### src/rtl/ebpc_expander.sv
// Zero-expander for a bit-plane-compressed stream: merges a zero/non-zero flag stream with
// the decoded non-zero words, then discards the padding words that finish a partial block.
module ebpc_expander #(
  parameter int DATA_W     = 8,
  parameter int BLOCK_SIZE = 8
) (
  input  logic              clk_i,
  input  logic              rst_i,
  input  logic              clr_i,
  input  logic              znz_i,
  input  logic              znz_last_i,
  input  logic              znz_vld_i,
  output logic              znz_rdy_o,
  input  logic [DATA_W-1:0] bpc_i,
  input  logic              bpc_vld_i,
  output logic              bpc_rdy_o,
  output logic [DATA_W-1:0] data_o,
  output logic              last_o,
  output logic              vld_o,
  input  logic              rdy_i
);

  localparam int CW = $clog2(BLOCK_SIZE);

  typedef enum logic {RUN, DRAIN} state_t;

  state_t        state;
  logic [CW-1:0] nz_cnt;
  logic [CW-1:0] nz_inc;
  logic          flush;
  logic          slot_free;
  logic          flag_xfer;
  logic          bpc_xfer;

  assign flush     = rst_i | clr_i;
  assign slot_free = !vld_o | rdy_i;
  assign nz_inc    = nz_cnt + CW'(1);

  // A non-zero flag is only accepted together with its word, so both handshakes
  // always complete in the same cycle while running.
  always_comb begin
    znz_rdy_o = 1'b0;
    bpc_rdy_o = 1'b0;
    if (!flush) begin
      if (state == RUN) begin
        znz_rdy_o = slot_free & (!znz_i | bpc_vld_i);
        bpc_rdy_o = znz_vld_i & znz_i & slot_free;
      end else begin
        bpc_rdy_o = 1'b1;
      end
    end
  end

  assign flag_xfer = znz_vld_i & znz_rdy_o;
  assign bpc_xfer  = bpc_vld_i & bpc_rdy_o;

  always_ff @(posedge clk_i) begin
    if (flush) begin
      state  <= RUN;
      nz_cnt <= '0;
      data_o <= '0;
      last_o <= 1'b0;
      vld_o  <= 1'b0;
    end else begin
      if (bpc_xfer) nz_cnt <= nz_inc;
      if (state == RUN) begin
        if (flag_xfer) begin
          data_o <= znz_i ? bpc_i : '0;
          last_o <= znz_last_i;
          vld_o  <= 1'b1;
          // a partially filled block leaves padding words to throw away
          if (znz_last_i && ((znz_i ? nz_inc : nz_cnt) != '0)) state <= DRAIN;
        end else if (rdy_i) begin
          vld_o <= 1'b0;
        end
      end else begin
        if (rdy_i) vld_o <= 1'b0;
        if (bpc_xfer && (nz_inc == '0)) state <= RUN;
      end
    end
  end

endmodule

### config.mk
export PLATFORM = sky130hd
export DESIGN_NAME = ebpc_expander
export DESIGN_NICKNAME = d
export VERILOG_FILES = /design/src/rtl/ebpc_expander.sv
export SDC_FILE = /design/constraint.sdc
export NUM_CORES = 1
export LEC_CHECK = 0
export CAP_MARGIN = 10
export CORE_MARGIN = 5
export CORE_UTILIZATION = 40
export DETAILED_ROUTE_END_ITERATION = 8
export PLACE_DENSITY_LB_ADDON = 0.3
export SETUP_SLACK_MARGIN = 0.2
export SLEW_MARGIN = 10
export SYNTH_ARGS = -nofsm -noshare
export SYNTH_HDL_FRONTEND = slang
export SYNTH_SLANG_ARGS = --single-unit
### constraint.sdc
create_clock -name clk_i -period 1.5 [get_ports clk_i]
set_input_delay 0.3 -clock clk_i [delete_from_list [all_inputs] [get_ports clk_i]]
set_output_delay 0.3 -clock clk_i [all_outputs]
set_load 0.03 [all_outputs]
# ---- After elaboration in Yosys (flattened, before gate mapping)
# Index checks and enable logic that the tools add are counted.
dict set report word_totals {
  elab_cells 35
  output_inout_bits 12
  register_bits 14
  in_bits 16
}
dict set report classes {
  n_reduce_logical 7
  n_mux 13
  add_sub_neg 1
  bitwise 9
}
# cell count
set op_table {}
lappend op_table {{two-way mux 1 bit} 11}
lappend op_table {{two-way mux 8 bit} 1}
lappend op_table {{bitwise AND 1 bit} 5}
lappend op_table {{adder 3 x 1 -> 3 bit (second input constant)} 1}
lappend op_table {{zero test 3 bit} 1}
lappend op_table {{two-way mux 3 bit} 1}
lappend op_table {{bitwise OR 1 bit} 3}
lappend op_table {{nonzero test 3 bit} 1}
lappend op_table {{logical AND 1 bit} 2}
lappend op_table {{zero test 1 bit} 2}
lappend op_table {{AND reduction 2 bit} 1}
lappend op_table {{NOT 1 bit} 1}

# ---- Depth between registers and ports, before layout
dict set report depth {
  word_depth 9
  mapped_depth 5
  mapped_depth_nobuf 5
}

# ---- Worst setup path after synthesis
# OpenSTA, ideal clock, no wires.
dict set report synth_timing {
  path_kind {in2out}
  start {in clr_i}
  end {out znz_rdy_o}
  path_buffers 1
  slack_ns -0.218
  arrival_ns 1.418
  cell_stages 3
  required_time_ns 1.200
  cell_sequence {or2_2 > clkbuf_1 > nor3_1}
}
dict set report synth_via {
  elab_chain_cells 2
}
# element line_no
set synth_rtl {}
lappend synth_rtl {{start: declaration} 9} ;# input logic clr_i,
lappend synth_rtl {{bitwise OR 1 bit} 35} ;# assign flush = rst_i | clr_i;
lappend synth_rtl {{two-way mux 1 bit} 44} ;# if (!flush) begin
lappend synth_rtl {{end: declaration} 13} ;# output logic znz_rdy_o,
# No other way between the ends.

# ---- Worst setup path in the final report
dict set report layout_timing {
  start {reg vld_o}
  end {out bpc_rdy_o}
}
dict set report layout_via {
  elab_chain_cells 5
}
# element line_no
set layout_rtl {}
lappend layout_rtl {{start: declaration} 19} ;# output logic vld_o,
lappend layout_rtl {{start signal: assignment} 63} ;# vld_o <= 1'b0;
lappend layout_rtl {{start signal: assignment} 70} ;# vld_o <= 1'b1;
lappend layout_rtl {{start signal: assignment} 74} ;# vld_o <= 1'b0;
lappend layout_rtl {{zero test 1 bit} 36} ;# assign slot_free = !vld_o | rdy_i;
lappend layout_rtl {{bitwise OR 1 bit} 36}
lappend layout_rtl {{bitwise AND 1 bit} 47} ;# bpc_rdy_o = znz_vld_i & znz_i & slot_free;
lappend layout_rtl {{two-way mux 1 bit} 45} ;# if (state == RUN) begin
lappend layout_rtl {{two-way mux 1 bit} 44}
lappend layout_rtl {{end: declaration} 16} ;# output logic bpc_rdy_o,
# No other way between the ends.

==> out/results.ini <==
[synthesis]
syn_area_per_cell_um2=8.23
syn_nets=96
ys_types=24
synth-async-reset-ratio_pct=0
synth_cells=78
synth_top_area_share_pct=43.7
synth-edff-count=0
yosysSeqAreaShare_pct=43.7
synth_area_um2=642
ys.flop_type=dfxtp_1
yosysWarnings=0
ys_top_cells_by_area=dfxtp_1 (44%), nand3_1 (8.6%), o21ai_1 (7.8%)
ys_ff_latch=14
synth.largest_area_cell=dfxtp_1

[final_layout]
drive_above_1_share_pct=38.5
final_util_pct=73.6
final_cell_mix=nand3_1 (11), dfxtp_1 (11), buf_4 (11)
fin_nets=136
syn_to_final_growth_pct=72.7
diodes=0

[global_route]
grt_busiest_layer=met2
antenna_found_initial=0
grt.met1_usage_pct=17.1
grt-ovfl-total=0
gr-usage-met2_pct=28.0
grt_pass1_vias=717
grtUsageTotal_pct=16.9
grt_pass1_wl_um=3230
grt_max_degree=21
gr-usage-met3_pct=5.12

[setup_path]
worstRegToRegCells=6
critPathMaxStageDelay_ns=0.36
cpMaxStageDelayCell=dfxtp_2
crit_arrival_ns=1.08
critical-path-top-delay-family=flip-flops
reg2reg_to=nz_cnt[2]
critPathBufInv=1
critPathMaxFanout=3
reg2reg_slack_ns=0.12
critPathLaunchType=flip-flop
critical_path_required_ns=1.20
crit_path_end_kind=primary output
crit_type=reg -> out
rr_startpoint=vld_o
crit_path_cell_trace=nand2b_4, a31oi_4, nor2_2, buf_6

[die]
die_x_um=50.1
initial_utilization_pct=42.6
die_y_um=50.1
core-area_um2=1510
ios=28
rows=14
dieArea_um2=2510

[sta]
rsz0062_at_grt=yes
fin_ws_ns=0.116
fin_crit_sh_pct=92.2
hold_viol_final=0
skew_ns=0.00488
slew_viol_final=0
relSlewSlack_pct=80.5
fmax_mhz=723
setup_viol=0
worst_slew_pin_slew_ns=0.292
setup_tns_ns=0
whs_ns=0.445
period_needed_ns=1.38

[route]
drt-vias-per-instance=5.42
firstDrtPassIters=6
drc=0
post_drt_wl_per_cell_um=15.1
drtAntennaViolNets=0
wirelength_um=2010
drt-initial-drc-count=8
vias=721

[pwr]
p_per_area_nw_per_um2=746
vdd_drop_max_uv=542
power_leakage_nw=0.436

[hold_path]
holdPathStages=4
hold_end=nz_cnt[0]
hp-class=in -> reg
hold_start=rst_i

[cts]
clock_latency_ns=0.30
clockBufferDepth=2
htree_num_levels=1
cts_tree=done
cts-buffers-inserted=3
clockRootBuffer=clkbuf_4
clk_pin_slew_ns=0.09
cts_sinks=14

[placed_design]
post-place-ws_ns=-0.203
dpl.hpwl_um=1370
place_congestion=0.722
portBuffers=27

[run_status]
status=complete, no violations

[flow_run]
drv_cap=0

layout make-up:
type / instances / area, µm²
clock buffer: 4 / 36.3
inverter: 3 / 11.3
fill: 121 / 398
timing repair buffer: 40 / 368
multi-input combinational: 56 / 389
tap: 16 / 20.0
sequential: 14 / 284
cell usage after synthesis (2+ instances only):
| library cell | n |
|---|---|
| dfxtp_1 | 14 |
| nand3_1 | 11 |
| o21ai_1 | 10 |
| nand2_1 | 9 |
| a21oi_1 | 4 |
| o21ai_0 | 4 |
| inv_1 | 3 |
| nor2_1 | 3 |
| buf_2 | 2 |
| ha_1 | 2 |
| nor3_1 | 2 |
| or3_1 | 2 |
logic make-up (layout without fill, tap and decap cells):
logic type | count (synthesis) | after routing | synth area share (%)
simple gates | 33 | 33 | 26.7
compound gates | 20 | 20 | 18.7
flops | 14 | 14 | 43.7
buf+inv | 8 | 47 | 5.65
fa+ha+maj | 2 | 2 | 3.90
xor+xnor | 1 | 1 | 1.36
worst min-delay path, stage by stage:
cell and delay, ns:
buf_2 0.09, or2_4 0.14, buf_4 0.14, a21oi_2 0.03
per-layer routing:
metal	part of all wire (%)	vias up
met3	6.7	9
met5	0	-
met1	35	334
li1	-	355
met4	3.6	0
met2	55	23
registers in the layout, indices dropped and copies added, names as in the netlist:
name / cells
vld_o: 1
data_o: 8
last_o: 1
state: 1
nz_cnt: 3
per-stage QoR:
| step | power, W | area [µm²] | instances |
|---|---|---|---|
| finish | 0.000827 | 1110 | 133 |
| global route | 0.000861 | 1110 | 133 |
| CTS | 0.000824 | 1090 | 133 |
| detailed placement | 0.000532 | 991 | 126 |
| global placement | 0.000529 | 991 | 126 |
| floorplan | 0.000449 | 656 | 78 |
power breakdown:
part           total (W)  internal, W  switching (W)
clock network   0.000290     0.000148       0.000142
logic           0.000154    0.0000808      0.0000727
registers       0.000383     0.000378     0.00000475
repair_timing:
action	4_1_cts	5_1_grt
hold buffers	0	0
setup buffers	3	0
endpoints found under the setup margin	24	17
pin swaps	5	2
resized for setup	49	11
hold endpoints to repair	0	0
gates cloned	0	0
worst max path at each step:
stage	start	to	slack, ns	cells past startpoint
after floorplan	clr_i	bpc_rdy_o	0.14	3
after global placement	rdy_i	znz_rdy_o	-0.17	5
after detailed placement	clr_i	data_o[1]	-0.20	7
after CTS	vld_o	bpc_rdy_o	0.10	4
after global routing	vld_o	znz_rdy_o	0.06	4
final	vld_o	bpc_rdy_o	0.12	4
(Power assumes the default switching activity.)
